### config.mk
export PLATFORM = sky130hd
export DESIGN_NAME = div3_serial
export DESIGN_NICKNAME = d
export VERILOG_FILES = /design/src/rtl/div3_serial.sv
export SDC_FILE = /design/constraint.sdc
export NUM_CORES = 1
export LEC_CHECK = 0
export CORE_AREA = 5 5 62 64
export CTS_BUF_LIST = sky130_fd_sc_hd__clkbuf_2 sky130_fd_sc_hd__clkbuf_4 sky130_fd_sc_hd__clkbuf_8
export DETAILED_ROUTE_END_ITERATION = 10
export DIE_AREA = 0 0 67 69
export MAX_ROUTING_LAYER = met4
export PLACE_DENSITY_LB_ADDON = 0.25
export SYNTH_ARGS = -nofsm -noshare
export SYNTH_HDL_FRONTEND = slang
export SYNTH_SLANG_ARGS = --single-unit
export TNS_END_PERCENT = 1
### constraint.sdc
create_clock -name clk -period 1.8 [get_ports clk]
set_input_delay 0.18 -clock clk [delete_from_list [all_inputs] [get_ports clk]]
set_output_delay 0.18 -clock clk [all_outputs]
set_load 0.02 [all_outputs]
### src/rtl/div3_serial.sv
// div3_serial: bit-serial long division by 3.
// Consumes one dividend bit per clock, MSB first, and produces the full
// quotient, the 2-bit remainder and a divisibility flag. Operands and results
// are exchanged over valid/ready handshakes. Only one operation is in flight
// at a time.
module div3_serial #(
    parameter int DATA_W = 8
) (
    input  logic              clk,
    input  logic              rst_n,
    input  logic              in_valid,
    output logic              in_ready,
    input  logic [DATA_W-1:0] data,
    output logic              out_valid,
    input  logic              out_ready,
    output logic [DATA_W-1:0] quotient,
    output logic [1:0]        remainder,
    output logic              divisibility
);

    localparam int CNT_W = $clog2(DATA_W + 1);
    localparam logic [CNT_W-1:0] CNT_LOAD = CNT_W'(DATA_W);
    localparam logic [CNT_W-1:0] CNT_ONE  = CNT_W'(1);

    typedef enum logic [1:0] {
        S_IDLE = 2'd0,
        S_RUN  = 2'd1,
        S_DONE = 2'd2
    } state_t;

    state_t r_state;
    state_t w_state_next;

    // Working registers
    logic [DATA_W-1:0] r_shift;
    logic [DATA_W-1:0] r_wq;
    logic [1:0]        r_rem;
    logic [CNT_W-1:0]  r_cnt;

    // Result registers
    logic [DATA_W-1:0] r_quot;
    logic [1:0]        r_remo;
    logic              r_div;

    // Per-bit recurrence signals
    logic              w_b;
    logic [2:0]        w_t;
    logic              w_q;
    logic [1:0]        w_rem_next;
    logic [DATA_W-1:0] w_wq_next;
    logic              w_last;
    logic              w_accept;

    // One step of the mod-3 recurrence: t = 2*rem + b, q = (t >= 3), rem' = t - 3q
    always_comb begin
        w_b        = r_shift[DATA_W-1];
        w_t        = {r_rem, 1'b0} + {2'b00, w_b};
        w_q        = (w_t >= 3'd3);
        w_rem_next = 2'd0;
        case (w_t)
            3'd0:    w_rem_next = 2'd0;
            3'd1:    w_rem_next = 2'd1;
            3'd2:    w_rem_next = 2'd2;
            3'd3:    w_rem_next = 2'd0;
            3'd4:    w_rem_next = 2'd1;
            3'd5:    w_rem_next = 2'd2;
            default: w_rem_next = 2'd0;
        endcase
        w_wq_next  = {r_wq[DATA_W-2:0], w_q};
        w_last     = (r_cnt == CNT_ONE);
        w_accept   = in_valid && (r_state == S_IDLE);
    end

    // State register
    always_ff @(posedge clk or negedge rst_n) begin
        if (!rst_n) begin
            r_state <= S_IDLE;
        end else begin
            r_state <= w_state_next;
        end
    end

    // Next-state logic and state-decoded handshake outputs
    always_comb begin
        w_state_next = r_state;
        in_ready     = 1'b0;
        out_valid    = 1'b0;
        case (r_state)
            S_IDLE: begin
                in_ready = 1'b1;
                if (in_valid) begin
                    w_state_next = S_RUN;
                end
            end
            S_RUN: begin
                if (w_last) begin
                    w_state_next = S_DONE;
                end
            end
            S_DONE: begin
                out_valid = 1'b1;
                if (out_ready) begin
                    w_state_next = S_IDLE;
                end
            end
            default: begin
                w_state_next = S_IDLE;
            end
        endcase
    end

    // Working datapath: load on acceptance, advance one bit per RUN cycle
    always_ff @(posedge clk or negedge rst_n) begin
        if (!rst_n) begin
            r_shift <= '0;
            r_wq    <= '0;
            r_rem   <= '0;
            r_cnt   <= '0;
        end else if (w_accept) begin
            r_shift <= data;
            r_wq    <= '0;
            r_rem   <= '0;
            r_cnt   <= CNT_LOAD;
        end else if (r_state == S_RUN) begin
            r_shift <= {r_shift[DATA_W-2:0], 1'b0};
            r_wq    <= w_wq_next;
            r_rem   <= w_rem_next;
            r_cnt   <= r_cnt - CNT_ONE;
        end
    end

    // Result registers: written only on the last RUN cycle, held otherwise
    always_ff @(posedge clk or negedge rst_n) begin
        if (!rst_n) begin
            r_quot <= '0;
            r_remo <= '0;
            r_div  <= 1'b1;
        end else if ((r_state == S_RUN) && w_last) begin
            r_quot <= w_wq_next;
            r_remo <= w_rem_next;
            r_div  <= (w_rem_next == 2'd0);
        end
    end

    assign quotient     = r_quot;
    assign remainder    = r_remo;
    assign divisibility = r_div;

endmodule

# Word level (Yosys, flattened, before mapping)
# Index checks and enable logic that the tools add are counted.
# Widths: inputs -> output; s select.
# word_totals
mem_bits_rw	0
out_inout_bits	13
romBits	0
latch_bits	0
register_bits	34
input_bits	12
mem_count	0
# op_classes
n_reduce_logical	8
bitwise	0
shifts	0
multipliers	0
div_mod_pow	0
muxes	15
n_eq_ne	10
n_addsub	2
order_cmp	1
# op_table
cell	n
$mux 8	2
$mux 7	2
$mux 2	5
$mux 4	2
$eq 3x3->1 const B	2
$ne 2x2->1 const B	3
$pmux 2 s3	1
$eq 4x1->1 const B	1
$logic_not 2->1	2
$pmux 2 s2	1
$reduce_or 2->1	2
$sub 4x1->4 const B	1
$add 3x1->3	1
$eq 3x1->1 const B	1
$eq 3x2->1 const B	1
$ge 3x2->1 const B	1
$reduce_and 3->1	1
$eq 2x1->1 const B	1
$eq 2x2->1 const B	1
$logic_and 1x1->1	2
$mux 1	2
$reduce_bool 2->1	1

# Depth between registers and ports, before layout
# logic_depth
word_depth	6
depth_mapped	6
depth_no_buf	5

# Least setup slack after synthesis
# OpenSTA, ideal clock, no wires.
# synth_path
path_type	reg2reg
from	register r_cnt[1]
to	register r_quot[1] (netlist: quotient[1])
n_path_buf	1
slack_ps	399
synth_period_minus_slack_ps	1401
stages_incl_launch_ff	7
arrival_time_ps	1276
path_cell_list	dfrtp_1 > inv_1 > ha_1 > nor3b_2 > nand2_2 > buf_6 > mux2_4
# synth_between
elab_chain_len	2
# synth_lines
element	line_no	rtl
start: declaration	38	logic [CNT_W-1:0] r_cnt;
start signal: assignment	128	r_cnt <= r_cnt - CNT_ONE;
$eq 4x1->1	70	w_last = (r_cnt == CNT_ONE);
$logic_and 1x1->1	138	end else if ((r_state == S_RUN) && w_last) begin
end signal: assignment	139	r_quot <= w_wq_next;
end: declaration	41	logic [DATA_W-1:0] r_quot;
# No other way between the ends.
# A chain may end at the register's enable or synchronous reset.

# Worst setup path after layout
# layout_path
from	register r_state[0]
to	output in_ready
# layout_between
elab_chain_len	2
# layout_lines
element	line_no	rtl
start: declaration	31	state_t r_state;
start signal: assignment	79	r_state <= w_state_next;
$logic_not 2->1	88	case (r_state)
$mux 1	88	
end: declaration	12	output logic in_ready,
# No other way between the ends.

==> flow_summary.json <==
{
  "cts_max_level": 2,
  "fp.dieH_um": 69,
  "cp.required_ns": 1.62,
  "routedWlPerCell_um": 14.8,
  "relSlewSlack_pct": 71.3,
  "cp.arrival_ns": 1.54,
  "drv_slew": 0,
  "drc_errors": 0,
  "crit_path_max_fanout": 9,
  "swShare_pct": 34.6,
  "fp.dieW_um": 67,
  "finalSetupViolations": 0,
  "cts-buffers-inserted": 5,
  "whs_ns": 0.241,
  "hold_violations": 0,
  "status": "finished clean",
  "grt_pass1_vias": 1147,
  "fin_crit_sh_pct": 95.8,
  "ant_nets": 0,
  "pin_count": 25,
  "die_area_sq_um": 4620,
  "max-cap-violations": 0,
  "rsz0062_at_grt": "no",
  "crit_type": "flop to primary output",
  "drive_gt1_share_pct": 20.0,
  "coreArea_sq_um": 3230,
  "p_leak_nw": 0.910,
  "design_area_sq_um": 1930,
  "synth_top_area_cell": "dfrtp_1",
  "utilization_pct": 59.6,
  "p_per_area_nw_per_um2": 1670,
  "p_sw_mw": 1.11,
  "async_flop_share_pct": 100,
  "synth.top_cells.by_area": "dfrtp_1 54%, mux2_4 8.8%, a22o_1 5.2%",
  "drt-initial-drc-count": 47,
  "dp_cells": 198,
  "setup_ws_ns": 0.0756,
  "cts_root_buffer": "clkbuf_4",
  "layout.nets": 173,
  "placed_cell_area_sq_um": 1840,
  "synth_warnings": 0,
  "pwr-share-comb_pct": 40.2,
  "area_delta_synth_final_pct": 26.0,
  "synth_cell_types": 32,
  "power.internal_mw": 2.10,
  "syn_area_per_cell_sq_um": 12.0,
  "netlist_instances": 127,
  "grt_pass1_wl_um": 5190,
  "grt_max_degree": 35,
  "final_common_cell": "dfrtp_1",
  "fill_cells": 270,
  "power_mw": 3.21,
  "overflow": 0,
  "hpwl_um": 2170,
  "port_buffers": 24,
  "vias": 1106,
  "clock_skew_ns": 0.00396,
  "rows": 21,
  "gp_congestion": 0.877,
  "critPathLaunchType": "flop",
  "min_path_type": "input port to async pin",
  "clk_pin_slew_worst_paths_ns": 0.10,
  "viasPerCell": 5.37,
  "synth-main-ff-cell": "dfrtp_1",
  "reg2reg_depth": 5,
  "synth_edf_count": 0,
  "netlist.area_leader.share_pct": 54.0,
  "track_usage_pct": 14.9,
  "pwr-share-clk_pct": 17.6,
  "fin_crit_ns": 1.72,
  "start_util_pct": 47.3,
  "synth-seq-cells": 34,
  "synth_fp_nets": 141,
  "timing.fmax_mhz": 580,
  "end_kind": "primary output",
  "routed_wl_um": 3050,
  "worstSkewPairLatency_ns": 0.33,
  "stdcell_count": 206,
  "yosysSeqAreaShare_pct": 55.7,
  "p_seq_share_pct": 42.2,
  "fin_tns_setup_ns": 0,
  "cts_tree": "built",
  "mostFrequentLayoutCells": "32 x dfrtp_1, 23 x clkdlybuf4s50_1, 12 x o21ai_0",
  "synthesis.area_sq_um": 1530,
  "pre_cts_ws_ns": 0.181,
  "diodes": 0,
  "first_pass_iters": 4,
  "antenna_found_initial": 0,
  "worst_pin_slew_ns": 0.430,
  "cts_buffer_depth": 2,
  "ir_drop_mv": 0.801,
  "cts.sinks": 34
}
## Yosys cell counts (2+ instances only)
library cell and number:
dfrtp_1 33, o21ai_0 12, a22o_1 9, mux2_4 9, a21oi_1 7, nand2_1 7
nor2b_1 7, a22oi_1 5, inv_1 5, buf_2 4, nor2_1 3, a31oi_1 2
and2_1 2, ha_1 2, mux2_2 2, nor3_1 2
## timing repair
item                                    in CTS  in global routing
endpoints found under the setup margin       1                  0
buffers inserted                             0                  0
hold buffers                                 0                  0
gates resized for setup                      2                  0
hold endpoints to repair                     0                  0
## final timing paths
check / start / endpoint / slack, ns
setup / recovery: r_state[0] / in_ready / 0.08
min in group clk: out_ready / r_state[1] / 0.43
setup reg to reg: r_cnt[1] / quotient[5] / 0.17
hold / removal: rst_n / quotient[1] / 0.24
max in group asynchronous: rst_n / divisibility / 1.22
hold reg to reg: r_shift[0] / r_shift[0] / 0.50
## logic make-up after synthesis
logic type | count (synthesis) | synth area share [%]
buffers and inverters | 11 | 3.52
xor gates and xnor gates | 2 | 1.15
and+or+nand+nor | 27 | 10.1
AOI/OAI and AO/OA | 40 | 17.5
adders and majority gates | 2 | 1.64
muxes | 11 | 10.3
DFF | 34 | 55.7
## critical path, stage by stage (launching register included)
cell and delay (ns):
dfrtp_2 0.49, nor2_1 0.12, clkdlybuf4s50_1 0.61
## per-layer routing
metal / track usage (%) / part of all wire, % / vias to the layer above
li1: - / - / 519
met1: 18.2 / 43 / 546
met2: 22.8 / 49 / 32
met3: 4.06 / 5.3 / 9
met4: 6.31 / 2.3 / 0
met5: - / 0 / -
## flip-flops by register name (all words and copies together), names as in the netlist
signal	cells
divisibility	1
r_rem	2
r_state	2
r_shift	8
r_cnt	4
r_wq	7
quotient	8
remainder	2
## cell type report
class | instances | area, sq um | share of cell area, %
flip-flops and latches | 34 | 853 | 44.3
clock inverters | 1 | 30.0 | 1.56
multi-input cells | 82 | 623 | 32.3
inverters | 5 | 18.8 | 0.974
repair buffers | 31 | 292 | 15.1
well taps | 46 | 57.6 | 2.99
clock buffers | 7 | 52.6 | 2.73
## power by group through the flow
stage / Combinational (mW) / Clock (mW) / Sequential [mW]
floorplan: 0.754 / 0 / 1.42
finish: 1.29 / 0.567 / 1.36
CTS: 1.31 / 0.580 / 1.35
global placement: 1.25 / 0 / 1.34
detailed placement: 1.30 / 0 / 1.37
global route: 1.42 / 0.600 / 1.41
No activity file was read; power rests on OpenSTA's default activity.
